[src/rtl/one_hot_rr_dispatch.sv]
// Round-robin dispatcher: each accepted input entry lands in the first free
// single-entry output buffer at or after the rotating pointer.
module one_hot_rr_dispatch #(
    parameter int  N_OUTPUT = 4,
    parameter int  DATA_W   = 32,
    localparam int IDX_W    = $clog2(N_OUTPUT)
) (
    input  logic                       clk,
    input  logic                       rst,
    input  logic                       flush_i,
    input  logic                       in_vld_i,
    input  logic [DATA_W-1:0]          in_data_i,
    output logic                       in_rdy_o,
    output logic [N_OUTPUT-1:0]        out_vld_o,
    output logic [N_OUTPUT*DATA_W-1:0] out_data_o,
    input  logic [N_OUTPUT-1:0]        out_rdy_i,
    output logic [N_OUTPUT-1:0]        disp_oh_o,
    output logic [IDX_W-1:0]           disp_idx_o,
    output logic [IDX_W:0]             occ_o
);

    logic [N_OUTPUT-1:0] vld_q, vld_d;
    logic [N_OUTPUT-1:0] free;
    logic [IDX_W-1:0]    rr_ptr_q, rr_ptr_d;
    logic [IDX_W-1:0]    sel;
    logic [IDX_W:0]      cand;
    logic [IDX_W:0]      occ_q, occ_d;
    logic                found;
    logic                accept;
    logic [DATA_W-1:0]   data_q [N_OUTPUT];

    // A port draining this cycle can be refilled in the same cycle.
    assign free     = ~vld_q | out_rdy_i;
    assign in_rdy_o = (|free) & ~flush_i;
    assign accept   = in_vld_i & in_rdy_o;

    // Wrapping search upward from rr_ptr; cand is one bit wider so the
    // modulo fold works for non-power-of-two port counts.
    always_comb begin
        sel   = '0;
        found = 1'b0;
        cand  = '0;
        for (int i = 0; i < N_OUTPUT; i++) begin
            cand = {1'b0, rr_ptr_q} + (IDX_W+1)'(i);
            if (cand >= (IDX_W+1)'(N_OUTPUT)) begin
                cand = cand - (IDX_W+1)'(N_OUTPUT);
            end
            if (!found && free[cand[IDX_W-1:0]]) begin
                sel   = cand[IDX_W-1:0];
                found = 1'b1;
            end
        end
    end

    assign disp_oh_o  = accept ? (N_OUTPUT'(1) << sel) : '0;
    assign disp_idx_o = accept ? sel : '0;

    always_comb begin
        vld_d    = vld_q & ~out_rdy_i;
        rr_ptr_d = rr_ptr_q;
        if (accept) begin
            vld_d[sel] = 1'b1;
            rr_ptr_d   = (sel == IDX_W'(N_OUTPUT-1)) ? '0 : sel + IDX_W'(1);
        end
        if (flush_i) begin
            vld_d    = '0;
            rr_ptr_d = '0;
        end
        occ_d = '0;
        for (int k = 0; k < N_OUTPUT; k++) begin
            occ_d = occ_d + (IDX_W+1)'(vld_d[k]);
        end
    end

    always_ff @(posedge clk) begin
        if (rst) begin
            vld_q    <= '0;
            rr_ptr_q <= '0;
            occ_q    <= '0;
        end else begin
            vld_q    <= vld_d;
            rr_ptr_q <= rr_ptr_d;
            occ_q    <= occ_d;
        end
    end

    // Payload only changes on a load into that port, so it is stable under backpressure.
    generate
        for (genvar gi = 0; gi < N_OUTPUT; gi++) begin : g_port
            always_ff @(posedge clk) begin
                if (accept && (sel == IDX_W'(gi))) begin
                    data_q[gi] <= in_data_i;
                end
            end
            assign out_data_o[gi*DATA_W +: DATA_W] = data_q[gi];
        end
    endgenerate

    assign out_vld_o = vld_q;
    assign occ_o     = occ_q;

endmodule

[config.mk]
export PLATFORM = sky130hd
export DESIGN_NAME = one_hot_rr_dispatch
export DESIGN_NICKNAME = d
export VERILOG_FILES = /design/src/rtl/one_hot_rr_dispatch.sv
export SDC_FILE = /design/constraint.sdc
export NUM_CORES = 1
export LEC_CHECK = 0
export BUFFER_PORTS_ARGS = -buffer_cell sky130_fd_sc_hd__buf_2
export CAP_MARGIN = 20
export CORE_MARGIN = 1.5
export CORE_UTILIZATION = 45
export CTS_BUF_LIST = sky130_fd_sc_hd__clkbuf_2 sky130_fd_sc_hd__clkbuf_4 sky130_fd_sc_hd__clkbuf_8
export DETAILED_ROUTE_END_ITERATION = 16
export GPL_TIMING_DRIVEN = 0
export PLACE_DENSITY = 0.77
export SYNTH_ARGS = -nofsm -noshare
export SYNTH_HDL_FRONTEND = slang
export SYNTH_SLANG_ARGS = --single-unit
[constraint.sdc]
create_clock -name clk -period 2.8 [get_ports clk]
set_clock_uncertainty 0.15 [all_clocks]
set_input_delay 0.28 -clock clk [delete_from_list [all_inputs] [get_ports clk]]
set_output_delay 0.28 -clock clk [all_outputs]
set_load 0.02 [all_outputs]
==> results.yml, run 1 <==
outcome:
  run_status: "complete, but fails checks"
  violations: "negative hold slack"
cts:
  h-tree-depth: 4
  clk_latency_ns: 0.41
  cts-root-buf: "clkbuf_8"
  cts_tree: "built"
  clk_pin_slew_ns: 0.08
  cts_inserted_buffers: 17
  cts_buffer_depth: 2
  ctsHoldBuffers: 32
  cts_sinks: 137
global_route:
  antenna_found_initial: 0
  overflow: 0
  first_global_vias: 2650
  grt_max_degree: 34
  gr-usage-all-layers_pct: 17.7
  grt_pass1_wl_um: 13200
synthesis:
  synth_cell_type_count: 27
  yosysWarnings: 0
  syn_nets: 243
  synth.avg_cell_area_um2: 22.7
  synth_cells: 196
  ys_seq_area_share_pct: 90.4
  syn_area_mm2: 0.00445
  ys_seq_elements: 137
power_and_ir_drop:
  p_seq_share_pct: 54.4
  comb_power_share_pct: 5.1
  cellPowerDensity_mw_per_mm2: 642
  switchingPower_w: 0.000856
  power.share.clock_pct: 40.5
  p_leak_nw: 2.56
  switching_share_pct: 20.4
  intPower_w: 0.00334
  ir_drop_mv: 0.340
worst_hold_path:
  hp-start: "rst"
  hold_path_class: "input pin to flop"
  whs_path_depth: 2
  min_to: "occ_o[1]$_SDFF_PP0_"
sta:
  max_freq_ghz: 0.357
  maxSlewViolCount: 0
  period_needed_ns: 2.80
  post-route-period-util_pct: 100
  setup_violations: 0
  worstMarginPinSlew_ns: 0.549
  fin_hold_ws_ns: -0.0759
  slew_headroom_pct: 63.4
  hold_violations: 3
  rsz0062_at_grt: "yes"
place:
  numPortBuffers: 181
  place.gp.congestion: 0.818
  dpl.hpwl_um: 5730
  dpl_cell_area_mm2: 0.00559
routing:
  wire_per_inst_um: 16.0
  routed.top_layer: "met4"
  drcViolationCount: 0
  drt-met1-wl_um: 3550
  wl_met2_um: 4960
  antenna_left: 0
  drtPass1Iterations: 4
  wl_met3_um: 665
  first_iter_violations: 64
  wl_um: 9290
  num_vias: 2695
  vias_per_cell: 4.63
layout:
  antenna-diode-count: 0
  area_delta_synth_final_pct: 46.7
  nets: 483
  fin_area_mm2: 0.00653
  drive_gt1_share_pct: 55.2
  layout_commonest_cell: "buf_2"
  layout.cells.most_common_list: "179 x buf_2, 128 x edfxtp_1, 32 x dlygate4sd3_1"
critical_path:
  r2r.worst_path.cells: 12
  rr_endpoint: "occ_o[1]$_SDFF_PP0_"
  cp_data_arrival_time_ns: 3.01
  cpPeakStageDelay_ns: 0.51
  path_cells: "nor2b_4, o22ai_2, o21ai_2, and2_4, ha_4, a21oi_4, or2_1, fa_1, inv_1, ha_2, ha_4, nor2b_4"
  r2r_start: "out_vld_o[2]$_SDFF_PP0_"
  cp-end-kind: "flop"
  crit_required_ns: 3.01
  crit_path_top_delay_cell: "fa_1"
  startpoint_type: "flop"
  cp_max_fo: 5
  crit_type: "flop to flop"
  reg2reg_slack_ns: 0.000006
floorplanning:
  core_area_mm2: 0.00968
  pin_count: 182
  die_h_um: 102
  die-area_mm2: 0.0105
  die_w_um: 102
  rows: 36
  start_util_pct: 46.0
flow_run:
  cap_violations: 0
==> flip-flops by register name, indices dropped and copies added (netlist names) <==
register and cells:
data_q 128, occ_o 3, out_vld_o 4, rr_ptr_q 2
==> cells in the mapped netlist <==
library cell  number  share of area, %
a211oi_1           1              0.17
a21oi_1            4              0.45
a311oi_1           1              0.20
a311oi_4           1              0.59
a31oi_1            1              0.14
and2_1             5              0.70
and2b_2            1              0.20
and3_1             1              0.14
and4bb_4           1              0.37
clkbuf_1           1             0.084
dfxtp_1            9               4.0
edfxtp_1         128                86
fa_1               1              0.45
ha_1               6               1.7
inv_1              4              0.34
mux2i_1            1              0.22
nand2_1            2              0.17
nand2b_1           3              0.42
nor2_1             8              0.67
nor2b_1            5              0.70
nor2b_2            1              0.20
nor2b_4            1              0.31
o21a_1             1              0.17
o21ai_1            2              0.22
o221ai_1           1              0.20
o22ai_1            2              0.28
or2_1              4              0.56
==> power by group through the flow <==
stage,Clock (W),Combinational (W),Sequential [W]
CTS,0.00173,0.000210,0.00228
global placement,0,0.000161,0.00233
detailed placement,0,0.000168,0.00233
floorplan,0,0.0000363,0.00237
finish,0.00170,0.000216,0.00228
global route,0.00180,0.000233,0.00228
==> timing repair <==
item / CTS / global route
setup endpoints to repair: 7 / 7
setup buffers: 2 / 3
gates resized for setup: 17 / 10
gates cloned: 1 / 0
pin swaps: 7 / 11
hold endpoints to repair: 131 / 3
==> layer usage <==
metal | global-route usage [%] | vias up
met1 | 19.7 | 1312
met4 | 7.69 | 0
li1 | - | 1248
met3 | 6.98 | 10
met5 | 0 | -
met2 | 30.2 | 125
==> final cells by class <==
class,instances,area [um^2]
well taps,133,166
clock inverters,15,200
multi-input cells,54,531
inverters,4,15.0
flip-flops and latches,137,4030
fillers,666,3150
clock buffers,17,234
plain buffers,1,3.75
repair buffers,221,1350
==> worst max path at each step <==
| stage | from | end | slack (ns) | depth (start not counted) |
|---|---|---|---|---|
| 6_report | out_vld_o[2]$_SDFF_PP0_ | occ_o[1]$_SDFF_PP0_ | 0.000006 | 12 |
| 5_1_grt | out_vld_o[3]$_SDFF_PP0_ | occ_o[1]$_SDFF_PP0_ | -0.13 | 11 |
| 4_1_cts | out_vld_o[2]$_SDFF_PP0_ | occ_o[1]$_SDFF_PP0_ | -0.006 | 12 |
| 3_5_place_dp | out_rdy_i[2] | occ_o[1]$_SDFF_PP0_ | -0.21 | 13 |
| 3_3_place_gp | out_rdy_i[2] | disp_oh_o[1] | -0.75 | 8 |
| 2_1_floorplan | out_vld_o[2]$_SDFF_PP0_ | occ_o[1]$_SDFF_PP0_ | -0.003 | 12 |
==> critical path, delay by kind of cell, from the launching register on <==
kind | cells | cell delay, ns
AOI/OAI and AO/OA | 3 | 0.35
adders and majority gates | 4 | 1.10
buffers and inverters | 1 | 0.05
DFF | 1 | 0.35
and+or+nand+nor | 4 | 0.74
==> metrics by stage <==
step / std cells / setup TNS [ns] / worst slack [ns] / total power [W] / util (%)
2_1_floorplan: 196 / -0.00335 / -0.00335 / 0.00240 / -
3_3_place_gp: 510 / -60.51 / -0.754 / 0.00249 / 57.3
3_5_place_dp: 512 / -0.445 / -0.210 / 0.00249 / 57.7
4_1_cts: 579 / -0.00553 / -0.00553 / 0.00422 / 66.9
5_1_grt: 582 / -0.444 / -0.134 / 0.00432 / 67.4
6_report: 582 / 0 / 0.00000577 / 0.00419 / 67.4
==> logic make-up (layout without fill, tap and decap cells) <==
kind of cell | Yosys count | count (layout) | share of synthesized area, %
AND/OR/NAND/NOR | 32 | 32 | 4.44
flip-flops | 137 | 137 | 90.4
adder cells (fa/ha/maj) | 7 | 7 | 2.14
multiplexers | 1 | 1 | 0.225
AO/OA/AOI/OAI | 14 | 14 | 2.42
buffers and inverters | 5 | 258 | 0.421
(Power assumes the default switching activity.)
==> inputs of run 2 (changes only) <==
- SETUP_SLACK_MARGIN: default -> 0.2
==> results.yml, run 2 (synthesis gave the netlist of run 1 again) <==
critical_path:
  r2r.worst_path.cells: 12
  crit_start: "out_vld_o[2]$_SDFF_PP0_"
  cp-end-kind: "flop"
  startpoint_type: "flop"
  crit_type: "flop to flop"
  cp_max_fo: 5
  cp_data_arrival_time_ns: 3.05
  rr_endpoint: "occ_o[1]$_SDFF_PP0_"
  crit_required_ns: 3.02
  r2r_start: "out_vld_o[2]$_SDFF_PP0_"
  critPathCapture: "occ_o[1]$_SDFF_PP0_"
  reg2reg_slack_ns: -0.03
place:
  placed_cells: 510
  numPortBuffers: 181
  place.gp.congestion: 0.807
  dpl_cell_area_mm2: 0.00556
  dpl.hpwl_um: 5640
power_and_ir_drop:
  p_leak_nw: 2.60
  ir_drop_mv: 0.292
  comb_power_share_pct: 5.8
  cellPowerDensity_mw_per_mm2: 620
  switching_share_pct: 20.7
  switchingPower_w: 0.000845
  intPower_w: 0.00324
  p_seq_share_pct: 55.9
  power.share.clock_pct: 38.3
floorplanning:
  rows: 36
  die_w_um: 102
  die_h_um: 102
  core_area_mm2: 0.00968
  die-area_mm2: 0.0105
  pin_count: 182
  start_util_pct: 46.0
routing:
  wire_per_inst_um: 17.7
  drcViolationCount: 0
  vias_per_cell: 4.72
  first_iter_violations: 65
  num_vias: 2811
  wl_um: 10500
  antenna_left: 0
  drtPass1Iterations: 4
sta:
  rsz0062_at_grt: "yes"
  worstMarginPinSlew_ns: 0.554
  setup_tns_ns: -0.0345
  finalWorstSetupSlack_ns: -0.0345
  hold_violations: 3
  setup_violations: 1
  slew_headroom_pct: 63.1
  period_needed_ns: 2.83
  post-route-period-util_pct: 101
  fin_hold_ws_ns: -0.0586
  max_freq_ghz: 0.353
  maxSlewViolCount: 0
outcome:
  run_status: "complete, but fails checks"
  violations: "negative hold slack, negative setup slack"
cts:
  ctsHoldBuffers: 32
  cts_tree: "built"
  clk_latency_ns: 0.42
  cts_inserted_buffers: 17
  cts_buffer_depth: 2
  h-tree-depth: 4
  cts_sinks: 137
  cts-root-buf: "clkbuf_8"
  clk_pin_slew_ns: 0.08
layout:
  multiInputGateArea_um2: 587
  antenna-diode-count: 0
  stdcell_count: 596
  area_delta_synth_final_pct: 47.7
  fin_area_mm2: 0.00658
  layout.cells.most_common_list: "180 x buf_2, 128 x edfxtp_1, 32 x dlygate4sd3_1"
  regArea_mm2: 0.00403
  top_register: "data_q"
  fill_cells: 667
  nets: 498
  largest_reg_flops: 128
  drive_gt1_share_pct: 57.2
  layout_commonest_cell: "buf_2"
global_route:
  antenna_found_initial: 0
  first_global_vias: 2673
  overflow: 0
  grt_max_degree: 18
  gr-usage-all-layers_pct: 20.1
  grt_pass1_wl_um: 14600
worst_hold_path:
  hold_path_class: "input pin to flop"
  whs_path_depth: 2
flow_run:
  cap_violations: 0
==> run 2: changes by cell type in the layout (fill, tap and decap cells not counted), sizes merged <==
cell      change
clkinvlp      -1
inv           -2
bufbuf        -1
clkinv        +3
bufinv        -1
buf          +12
and2          +4
==> run 2: power by group through the flow <==
stage                      logic, W  clock network, W  registers, W
after floorplan           0.0000368                 0       0.00237
after global placement     0.000162                 0       0.00232
after detailed placement   0.000167                 0       0.00233
after CTS                  0.000228           0.00160       0.00228
after global routing       0.000252           0.00168       0.00228
final                      0.000236           0.00157       0.00228
==> run 2: per-stage QoR <==
stage	util, %	total power (W)	setup slack (ns)
after floorplan	-	0.00240	-0.000623
after global placement	57.4	0.00249	-0.154
after detailed placement	57.4	0.00249	-0.208
after CTS	67.3	0.00411	0.0378
after global routing	67.9	0.00421	-0.118
final	67.9	0.00408	-0.0345
==> run 2: worst min path at each step <==
stage                              from                       to  slack [ns]
after floorplan                     rst      occ_o[0]$_SDFF_PP0_        0.20
after global placement    in_data_i[25]  data_q[1][25]$_DFFE_PP_        0.34
after detailed placement            rst      occ_o[2]$_SDFF_PP0_        0.34
after CTS                           rst      occ_o[2]$_SDFF_PP0_       -0.12
after global routing                rst      occ_o[1]$_SDFF_PP0_       -0.08
final                               rst      occ_o[1]$_SDFF_PP0_       -0.06
==> run 2: cell type report <==
cell class / instances / area share, %
Buffer: 1 / 0.0571
Tap cell: 133 / 2.53
Inverter: 4 / 0.228
Clock inverter: 14 / 2.40
Timing Repair Buffer: 232 / 21.0
Multi-Input combinational cell: 58 / 8.92
Sequential cell: 137 / 61.3
Clock buffer: 17 / 3.56
==> run 2: worst max-delay path, cell delays in order, from the launching register on <==
cell and delay, ns:
dfxtp_4 0.35, nor2b_4 0.24, o221ai_2 0.17, o21ai_2 0.12
and2_4 0.20, ha_4 0.14, a21oi_2 0.05, or2_1 0.25
fa_1 0.55, inv_2 0.05, ha_4 0.15, ha_4 0.25
nor2b_4 0.11
==> run 2: timing repair <==
action,CTS,global route
pin swaps,14,9
cloned,4,0
setup endpoints to repair,71,6
gates resized for setup,25,5
hold endpoints to repair,131,3
setup buffers,13,6
==> run 2: routing by layer <==
metal	wire length (um)	GRT usage (%)	share of wire (%)
met4	227	11.2	2.2
met3	772	7.46	7.3
met2	5510	33.7	52
met1	4030	22.3	38
met5	0	0	0
